--- config.mk ---
export PLATFORM = sky130hd
export DESIGN_NAME = led_pattern_ctrl
export DESIGN_NICKNAME = d
export VERILOG_FILES = /design/src/rtl/led_pattern_ctrl.sv
export SDC_FILE = /design/constraint.sdc
export NUM_CORES = 1
export LEC_CHECK = 0
export ABC_AREA = 1
export CORE_MARGIN = 2
export CORE_UTILIZATION = 25
export CTS_CLUSTER_SIZE = 25
export DETAILED_ROUTE_END_ITERATION = 10
export PLACE_DENSITY_LB_ADDON = 0.1
export SETUP_SLACK_MARGIN = 0.2
export SYNTH_ARGS = -nofsm -noshare
export SYNTH_HDL_FRONTEND = slang
export SYNTH_SLANG_ARGS = --single-unit
--- constraint.sdc ---
create_clock -name clk_48mhz -period 2.2 [get_ports clk_48mhz]
set_clock_uncertainty 0.15 [all_clocks]
set_input_delay 0.55 -clock clk_48mhz [delete_from_list [all_inputs] [get_ports clk_48mhz]]
set_output_delay 0.55 -clock clk_48mhz [all_outputs]
set_load 0.1 [all_outputs]
--- src/rtl/led_pattern_ctrl.sv ---
// led_pattern_ctrl: mode-selectable LED pattern generator.
// Ports: clk_48mhz, resetn (async low), mode[2:0] in; led_out, step out.
module led_pattern_ctrl #(
  parameter int NUM_LEDS   = 4,
  parameter int STEP_DIV   = 2097152,
  parameter int DUTY_DIV   = 8192,
  parameter int PWM_BITS   = 8,
  parameter int ACTIVE_LOW = 1
) (
  input  logic                clk_48mhz,
  input  logic                resetn,
  input  logic [2:0]          mode,
  output logic [NUM_LEDS-1:0] led_out,
  output logic                step
);

  localparam int STEP_W = $clog2(STEP_DIV);
  localparam int DCNT_W = $clog2(DUTY_DIV);
  localparam int POS_W  =
    (NUM_LEDS > 1) ? $clog2(NUM_LEDS) : 1;

  localparam logic [STEP_W-1:0] STEP_LAST =
    STEP_W'(STEP_DIV - 1);
  localparam logic [DCNT_W-1:0] DUTY_LAST =
    DCNT_W'(DUTY_DIV - 1);
  localparam logic [POS_W-1:0] POS_LAST =
    POS_W'(NUM_LEDS - 1);
  localparam logic [PWM_BITS-1:0] DUTY_MAX =
    {PWM_BITS{1'b1}};
  localparam logic [NUM_LEDS-1:0] LED_ONE =
    NUM_LEDS'(1);
  localparam logic [NUM_LEDS-1:0] LED_DARK =
    (ACTIVE_LOW != 0) ? {NUM_LEDS{1'b1}}
                      : {NUM_LEDS{1'b0}};

  localparam logic [2:0] M_ON      = 3'd1;
  localparam logic [2:0] M_BLINK   = 3'd2;
  localparam logic [2:0] M_CYLON   = 3'd3;
  localparam logic [2:0] M_CHASE   = 3'd4;
  localparam logic [2:0] M_BREATHE = 3'd5;

  logic [2:0]          mode_q, mode_d;
  logic [STEP_W-1:0]   scnt_q, scnt_d;
  logic [POS_W-1:0]    pos_q, pos_d;
  logic                dir_dn_q, dir_dn_d;
  logic                phase_q, phase_d;
  logic [PWM_BITS-1:0] duty_q, duty_d;
  logic                duty_dn_q, duty_dn_d;
  logic [DCNT_W-1:0]   dcnt_q, dcnt_d;
  logic [PWM_BITS-1:0] pwm_q, pwm_d;
  logic [NUM_LEDS-1:0] led_q, led_d;
  logic [NUM_LEDS-1:0] lit;

  logic restart;
  logic step_hit;
  logic duty_hit;
  logic is_on, is_blink, is_cylon;
  logic is_chase, is_breathe;

  assign restart  = (mode != mode_q);
  assign step_hit = (scnt_q == STEP_LAST);
  assign duty_hit = (dcnt_q == DUTY_LAST);

  assign is_on      = (mode_q == M_ON);
  assign is_blink   = (mode_q == M_BLINK);
  assign is_cylon   = (mode_q == M_CYLON);
  assign is_chase   = (mode_q == M_CHASE);
  assign is_breathe = (mode_q == M_BREATHE);

  always_comb begin
    mode_d    = mode;
    scnt_d    = step_hit ? '0 : scnt_q + 1'b1;
    dcnt_d    = duty_hit ? '0 : dcnt_q + 1'b1;
    pwm_d     = pwm_q + 1'b1;
    pos_d     = pos_q;
    dir_dn_d  = dir_dn_q;
    phase_d   = phase_q;
    duty_d    = duty_q;
    duty_dn_d = duty_dn_q;

    // Triangle duty: turn around at the extremes
    // without dwelling on them.
    if (duty_hit) begin
      if (!duty_dn_q) begin
        if (duty_q == DUTY_MAX) begin
          duty_dn_d = 1'b1;
          duty_d    = duty_q - 1'b1;
        end else begin
          duty_d = duty_q + 1'b1;
        end
      end else begin
        if (duty_q == '0) begin
          duty_dn_d = 1'b0;
          duty_d    = duty_q + 1'b1;
        end else begin
          duty_d = duty_q - 1'b1;
        end
      end
    end

    if (step_hit) begin
      unique case (1'b1)
        is_blink: phase_d = ~phase_q;
        is_cylon: begin
          if (NUM_LEDS > 1) begin
            if (!dir_dn_q) begin
              if (pos_q == POS_LAST) begin
                dir_dn_d = 1'b1;
                pos_d    = pos_q - 1'b1;
              end else begin
                pos_d = pos_q + 1'b1;
              end
            end else begin
              if (pos_q == '0) begin
                dir_dn_d = 1'b0;
                pos_d    = pos_q + 1'b1;
              end else begin
                pos_d = pos_q - 1'b1;
              end
            end
          end
        end
        is_chase: begin
          if (NUM_LEDS > 1) begin
            pos_d = (pos_q == POS_LAST)
                  ? '0 : pos_q + 1'b1;
          end
        end
        default: ;
      endcase
    end

    // A mode change wins over any step or duty
    // advance landing on the same edge.
    if (restart) begin
      scnt_d    = '0;
      dcnt_d    = '0;
      pwm_d     = '0;
      pos_d     = '0;
      dir_dn_d  = 1'b0;
      phase_d   = 1'b0;
      duty_d    = '0;
      duty_dn_d = 1'b0;
    end
  end

  // OFF and the reserved codes fall to default.
  always_comb begin
    lit = '0;
    unique case (1'b1)
      is_on:      lit = {NUM_LEDS{1'b1}};
      is_blink:   lit = phase_q ? LED_ONE : '0;
      is_cylon,
      is_chase:   lit = LED_ONE << pos_q;
      is_breathe: lit = (pwm_q < duty_q)
                      ? {NUM_LEDS{1'b1}} : '0;
      default:    lit = '0;
    endcase
    led_d = (ACTIVE_LOW != 0) ? ~lit : lit;
  end

  always_ff @(posedge clk_48mhz or negedge resetn) begin
    if (!resetn) begin
      mode_q    <= '0;
      scnt_q    <= '0;
      dcnt_q    <= '0;
      pwm_q     <= '0;
      pos_q     <= '0;
      dir_dn_q  <= 1'b0;
      phase_q   <= 1'b0;
      duty_q    <= '0;
      duty_dn_q <= 1'b0;
      led_q     <= LED_DARK;
    end else begin
      mode_q    <= mode_d;
      scnt_q    <= scnt_d;
      dcnt_q    <= dcnt_d;
      pwm_q     <= pwm_d;
      pos_q     <= pos_d;
      dir_dn_q  <= dir_dn_d;
      phase_q   <= phase_d;
      duty_q    <= duty_d;
      duty_dn_q <= duty_dn_d;
      led_q     <= led_d;
    end
  end

  assign led_out = led_q;
  assign step    = step_hit;

endmodule

==> impl_metrics.env <==
export IMPL_power_ir_vdd_worst_mv=0.343
export IMPL_r2r_cells=10
export IMPL_path_clk_slew_ns=0.06
export IMPL_worst_slack_ns=-0.150
export IMPL_async_reset_ff_share_pct=100
export IMPL_drt_antenna_violating_nets=0
export IMPL_power_leakage_nw=2.15
export IMPL_critical_path_reg2reg_endpoint="scnt_q[3]"
export IMPL_globalRouteOverflowTotal=0
export IMPL_postSynthAreaPerCell_um2=7.64
export IMPL_path_delay_family="simple AND/OR/NAND/NOR gates"
export IMPL_antenna_found_initial=0
export IMPL_drt_initial_drc_count=142
export IMPL_grt_max_degree=63
export IMPL_drt_first_pass_iters=4
export IMPL_initial_standard_cell_utilization_of_the_core_pct=25.2
export IMPL_tritoncts="done"
export IMPL_crit_path_top_delay_cell="dfrtp_1"
export IMPL_endpoint_kind="primary output"
export IMPL_timing_critical_path_from_type="register"
export IMPL_drv_cap=0
export IMPL_report_final_hold_viol_count=0
export IMPL_drc=0
export IMPL_final_max_slew_viol_count=0
export IMPL_final_nets=547
export IMPL_gr_usage_all_layers_pct=11.5
export IMPL_worst_ep_required_time_ns=1.50
export IMPL_crit_end="step"
export IMPL_critical_path_class="reg -> out"
export IMPL_power_density_mw_per_mm2=630
export IMPL_die_h_um=127
export IMPL_design_portCount=10
export IMPL_gp_routability_congestion=0.782
export IMPL_synth_seq_area_share_pct=41.0
export IMPL_dp_worst_setup_slack_ns=-0.0141
export IMPL_io_buffer_count=9
export IMPL_grtUsageMet1_pct=15.0
export IMPL_critical_path_startpoint="scnt_q[0]"
export IMPL_synthToLayoutAreaGrowth_pct=20.7
export IMPL_timing_reg2reg_setup_slack_ns=0.33
export IMPL_clock_sinks=62
export IMPL_status="complete, but fails checks"
export IMPL_antennaDiodeCount=0
export IMPL_synthCells=497
export IMPL_cts_htree_levels=3
export IMPL_synth_cell_types=35
export IMPL_clock_tree_root_cell="clkbuf_16"
export IMPL_critical_path_depth_in_cells=7
export IMPL_worst_slew_pin_transition_ns=0.378
export IMPL_grt_pass1_vias=2983
export IMPL_die_area_mm2=0.0162
export IMPL_busiest_layer="met2"
export IMPL_route_detailed_vias_per_inst=4.26
export IMPL_design_core_area_mm2=0.0150
export IMPL_std_cell_rows=45
export IMPL_dieWidth_um=127
export IMPL_final_layout_size_suffix_gt1_share_pct=14.9
export IMPL_worst_path_largest_cell_delay_ns=0.35
export IMPL_synth_fp_nets=520
export IMPL_dr_total_vias=3055
export IMPL_detail_route_wl_per_cell_um=11.7
export IMPL_warnings_from_yosys=0
export IMPL_synthesis_area_mm2=0.00379
export IMPL_failed_checks="setup timing"
export IMPL_grt_pass1_wl_um=14500
export IMPL_cts_made_buffers=9
export IMPL_globalRouteMet2Util_pct=17.4
export IMPL_cts_path_max_buffers=2
export IMPL_finalSetupTns_ns=-0.150
export IMPL_arrival_ns=1.65
export IMPL_worstPathCellList="ha_2 > inv_2 > nor3_4 > nand2_2 > nor2_4 > and3b_4 > buf_12"
export IMPL_achievable_frequency_mhz=425
export IMPL_edff_count_synth=0
export IMPL_hold_buffers=0
export IMPL_setup_viol=1
export IMPL_post_synthesis_sequential_element_count=62
export IMPL_min_path_type="in -> async"
export IMPL_max_slew_margin_pct=74.8
export IMPL_fillerInstances=1580
export IMPL_grt_use_met3_pct=2.55
export IMPL_clk_insertion_delay_late_ns=0.34
export IMPL_tmin_final_ns=2.35
export IMPL_drt_total_wl_um=8390
export IMPL_timing_critical_path_fanout_max=2
export IMPL_worst_path_buf_inv=2
export IMPL_synth_top_flop_cell="dfrtp_1"
export IMPL_post_route_clock_period_utilization_pct=107
export IMPL_grt_setup_unrepaired="yes"
export IMPL_detailed_place_hpwl_um=5970
export IMPL_worstReg2RegStart="scnt_q[0]"
how the worst min path moves through the flow:
stage / from / end / slack (ns)
CTS: resetn / dcnt_q[3] / 0.09
floorplan: resetn / dcnt_q[0] / 0.10
global placement: dcnt_q[0] / dcnt_q[0] / 0.30
global route: resetn / dcnt_q[3] / 0.11
detailed placement: dcnt_q[0] / dcnt_q[0] / 0.30
finish: resetn / dcnt_q[3] / 0.07
timing repair:
action | 4_1_cts | 5_1_grt
gates resized for setup | 4 | 3
setup buffers | 0 | 2
setup endpoints to repair | 1 | 22
Yosys cell counts (all sizes together), types with 2 or more instances:
library cell	instances	area, um2
nand2	157	651
nor2	87	377
dfrtp	58	1450
inv	49	186
nand3	46	230
ha	18	225
xor2	14	123
a21oi	13	65.1
o21ai	10	61.3
buf	9	66.3
nor3	9	50.1
xnor2	8	70.1
nand4	6	58.8
dfstp	4	105
nand3b	2	15.0
cell usage in the layout (no fill, tap or decap), types with 3 or more instances in the layout:
cell type        count
nand2_1            143
nor2_1              76
dfrtp_1             58
nand3_1             46
inv_1               45
ha_1                17
buf_4               15
xor2_1              14
a21oi_1             13
nand2_2             10
o21ai_0              9
clkbuf_16            9
xnor2_1              8
nor3_1               7
nor2_4               6
buf_12               6
nor2_2               5
nand4_1              4
dfstp_2              4
inv_2                3
clkinv_2             3
clkdlybuf4s50_1      3
power by group:
group          total [mW]  internal (mW)  switching (mW)
logic               0.246         0.0843           0.161
clock network        1.45          0.933           0.522
registers            1.19           1.17          0.0199
final cells by class:
| type | count | area (um2) | share of cell area (%) |
|---|---|---|---|
| multi-input cells | 376 | 2010 | 44.0 |
| flip-flops and latches | 62 | 1560 | 34.0 |
| repair buffers | 25 | 268 | 5.85 |
| clock buffers | 12 | 256 | 5.60 |
| well taps | 188 | 235 | 5.14 |
| inverters | 50 | 205 | 4.48 |
| clock inverters | 4 | 45.0 | 0.983 |
worst register-to-register path: cells and delay by family, from the launching register on:
family | cells | cell delay (ns)
adder cells (fa/ha/maj) | 1 | 0.19
flip-flops | 1 | 0.35
buffers and inverters | 2 | 0.29
AND/OR/NAND/NOR | 7 | 0.78
metal layers:
layer  up-vias  part of all wire [%]  routed length (um)
met1      1385                    51                4260
li1       1620                     -                   -
met4         0                   2.8                 235
met3        17                   2.3                 196
met2        33                    44                3700
met5         -                     0                   0
kinds of logic (layout without fill, tap and decap cells):
logic type                 Yosys count  count (layout)  share of synthesized area, %
and+or+nand+nor                    311             311                          37.2
DFF                                 62              62                          41.0
buffers and inverters               59              91                          7.09
AOI/OAI and AO/OA                   25              25                          3.73
xor gates and xnor gates            22              22                          5.08
adders and majority gates           18              18                          5.93
through the flow:
| step | cell area [um2] | cells | hold slack [ns] | total power, mW | util [%] |
|---|---|---|---|---|---|
| after CTS | 4550 | 715 | 0.0920 | 2.94 | 30.2 |
| after global routing | 4580 | 717 | 0.108 | 3.01 | 30.5 |
| after detailed placement | 4230 | 699 | 0.303 | 1.45 | 28.1 |
| after floorplan | 3810 | 497 | 0.104 | 1.35 | - |
| after global placement | 4230 | 699 | 0.297 | 1.45 | 28.1 |
| final | 4580 | 717 | 0.0748 | 2.89 | 30.5 |
registers in the layout, indices dropped and copies added (netlist names):
name / count
scnt_q: 21
dcnt_q: 13
duty_q: 8
pwm_q: 8
led_out: 4
mode_q: 3
pos_q: 2
dir_dn_q: 1
duty_dn_q: 1
phase_q: 1
Power figures use the tool's default switching activity.
==> edit, RTL diff (same flow settings) <==
`DUTY_DIV`: 8192 -> 16384.
--- a/src/rtl/led_pattern_ctrl.sv
+++ b/src/rtl/led_pattern_ctrl.sv
@@ -3,7 +3,7 @@
 module led_pattern_ctrl #(
   parameter int NUM_LEDS   = 4,
   parameter int STEP_DIV   = 2097152,
-  parameter int DUTY_DIV   = 8192,
+  parameter int DUTY_DIV   = 16384,
   parameter int PWM_BITS   = 8,
   parameter int ACTIVE_LOW = 1
 ) (
Check against the original RTL: no difference found for any inputs over 10 cycles, from zero or initial values and one cycle with resetn low; that may be too few to reach the edited logic, so the function may still have changed.
==> edit against the unedited design <==
  * The run ends with negative hold slack, negative setup slack left
  * Routed wire length grew 11%
  * Largest power group unchanged
  * Area after synthesis is 0.16% lower
  * Final area increased by 4.4%
  * Setup slack improved by 61 ps
  * Die area fell by 0.16%
  * Power rose by 3.1%
  * Critical path type unchanged
  * Register-to-register slack better by 50 ps
  * Sequential cell count up 1
  * Final cell count up 3.6%
  * First-iteration DRC count rose by 36%
==> edit: results (changes against the unedited design) <==
global_routing:
  antenna_found_initial: 0  # unchanged
  globalRouteTotalUtil_pct: 12.6  # +1.1 points
  grt_pass1_wl_um: 16000  # +10%
  grt_max_degree: 36  # -43%
  grt_pass1_vias: 3164  # +6.1%
routing:
  drt_iter0_drc: 193  # +36%
  drtPass1Iterations: 4  # unchanged
  post_drt_wl_per_cell_um: 12.5  # +6.9%
  drc: 0  # unchanged
  viasPerCell: 4.35  # +2.2%
logic_synthesis:
  synth_mux_area_share_pct: 0  # unchanged
  synth_area_leaders: "dfrtp_1 39%, nand2_1 15%, nor2_1 9.2%"
  synthAdderAreaFrac_pct: 5.94  # +0.0098 points
  synth-compound-area-share_pct: 4.36  # +0.63 points
  seq_area_frac_synth_pct: 41.7  # +0.73 points
  yosys_warnings: 0  # unchanged
  synth_xor_area_share_pct: 6.01  # +0.93 points
  synthDistinctLibCells: 29  # -17%
  synth_nets: 537  # +3.3%
  async_reset_ff_share_pct: 100  # unchanged
  ys_top_cells_by_count: "156 x nand2_1, 93 x nor2_1, 59 x dfrtp_1"
  syn_avg_cell_area_um2: 7.37  # -3.5%
status:
  violations: "negative hold slack, negative setup slack"
  status: "complete, but fails checks"
cts:
  cts_root_buf: "clkbuf_16"
  postCtsSetupRepairBufs: 8  # +8
  post_cts_resize_count: 8  # +4
  clkTransAtPathRegs_ps: 60  # about the same
  ctsHtreeMaxLevel: 3  # unchanged
  clkLatencyLatePin_ps: 340  # about the same
final_layout:
  post-route-util_pct: 32.6  # +2.2 points
  top_regs: "scnt_q x21, dcnt_q x14"
  nets: 578  # +5.7%
  fin_cells: 743  # +3.6%
  diodes: 0  # unchanged
  drive_gt1_share_pct: 15.9  # +0.99 points
setup_path:
  crit_arrival_ps: 1590  # -60 ps
  slowest_stage: "dfrtp_1"
  critical-path-top-delay-family: "simple AND/OR/NAND/NOR gates"
  critPathMaxStageDelay_ps: 370  # +20 ps
placement:
  portBuffers: 9  # unchanged
  preCtsSetupSlack_ps: -414  # -400 ps
  placed_area_um2: 4320  # +2.2%
  place.gp.congestion: 0.786  # +0.47%
  dp_hpwl_um: 6840  # +14%
  dp_cells: 720  # +3.0%
pwr:
  p_leak_uw: 0.00220  # +2.6%
  ir_drop_v: 0.000381  # +11%
  netSwitchingFraction_pct: 23.3  # -1.1 points
timing:
  whs_ps: -1.78  # -76.6 ps
  tightest_slew_ps: 427  # +48.3 ps
  tns_ps: -89.4  # +61.0 ps
  finalSetupViolCount: 1  # unchanged
  hold_violations: 2  # +2
  fin_ws_ps: -89.4  # +61.0 ps
==> edit: cell types whose count changed in the layout (fill, tap and decap cells not counted), sizes merged, moves of 3 or more <==
cell	unedited run	this run
buf	22	38
nor2	87	97
nand3	46	39
o21ai	10	15
xor2	14	19
clkinv	4	0
inv	49	45
a21boi	0	3
nand2	157	160
nor3	9	6
nor3b	1	4
==> edit: layer usage <==
layer | part of all wire [%] | track usage, % | vias up | routed length [um]
met3 | 3.1 | 3.89 | 10 | 285
met2 | 45 | 19.9 | 30 | 4230
li1 | - | - | 1707 | -
met5 | 0 | 0 | - | 0
met4 | 1.4 | 3.68 | 0 | 127
met1 | 50 | 16.7 | 1487 | 4660
==> edit: power by group through the flow <==
stage / Sequential [uW] / Combinational [uW] / Clock [uW]
global route: 1200 / 265 / 1660
global placement: 1220 / 231 / 0
detailed placement: 1220 / 233 / 0
floorplan: 1260 / 90.2 / 0
CTS: 1200 / 237 / 1590
finish: 1200 / 238 / 1540
==> edit: worst paths after layout <==
check                                            from                     to  slack, ps  cells after the start
worst max-delay path              scnt_q[8]$_DFF_PN0_                   step        -90                      7
worst min-delay path                           resetn  duty_q[6]$_DFFE_PN0P_         -2                      1
worst max register to register  duty_q[1]$_DFFE_PN0P_  duty_q[2]$_DFFE_PN0P_        380                     10
worst min register to register    dcnt_q[0]$_DFF_PN0_    dcnt_q[0]$_DFF_PN0_        310                      1
max in group asynchronous                      resetn    scnt_q[0]$_DFF_PN0_       1340                      2
min in group clk_48mhz            dcnt_q[0]$_DFF_PN0_    dcnt_q[0]$_DFF_PN0_        310                      1
==> edit: layout make-up <==
cell class	instances	area share [%]
well taps	184	4.82
inverters	45	3.53
clock buffers	12	5.16
repair buffers	41	8.35
flip-flops and latches	63	33.1
multi-input cells	395	43.6
clock inverters	3	1.41
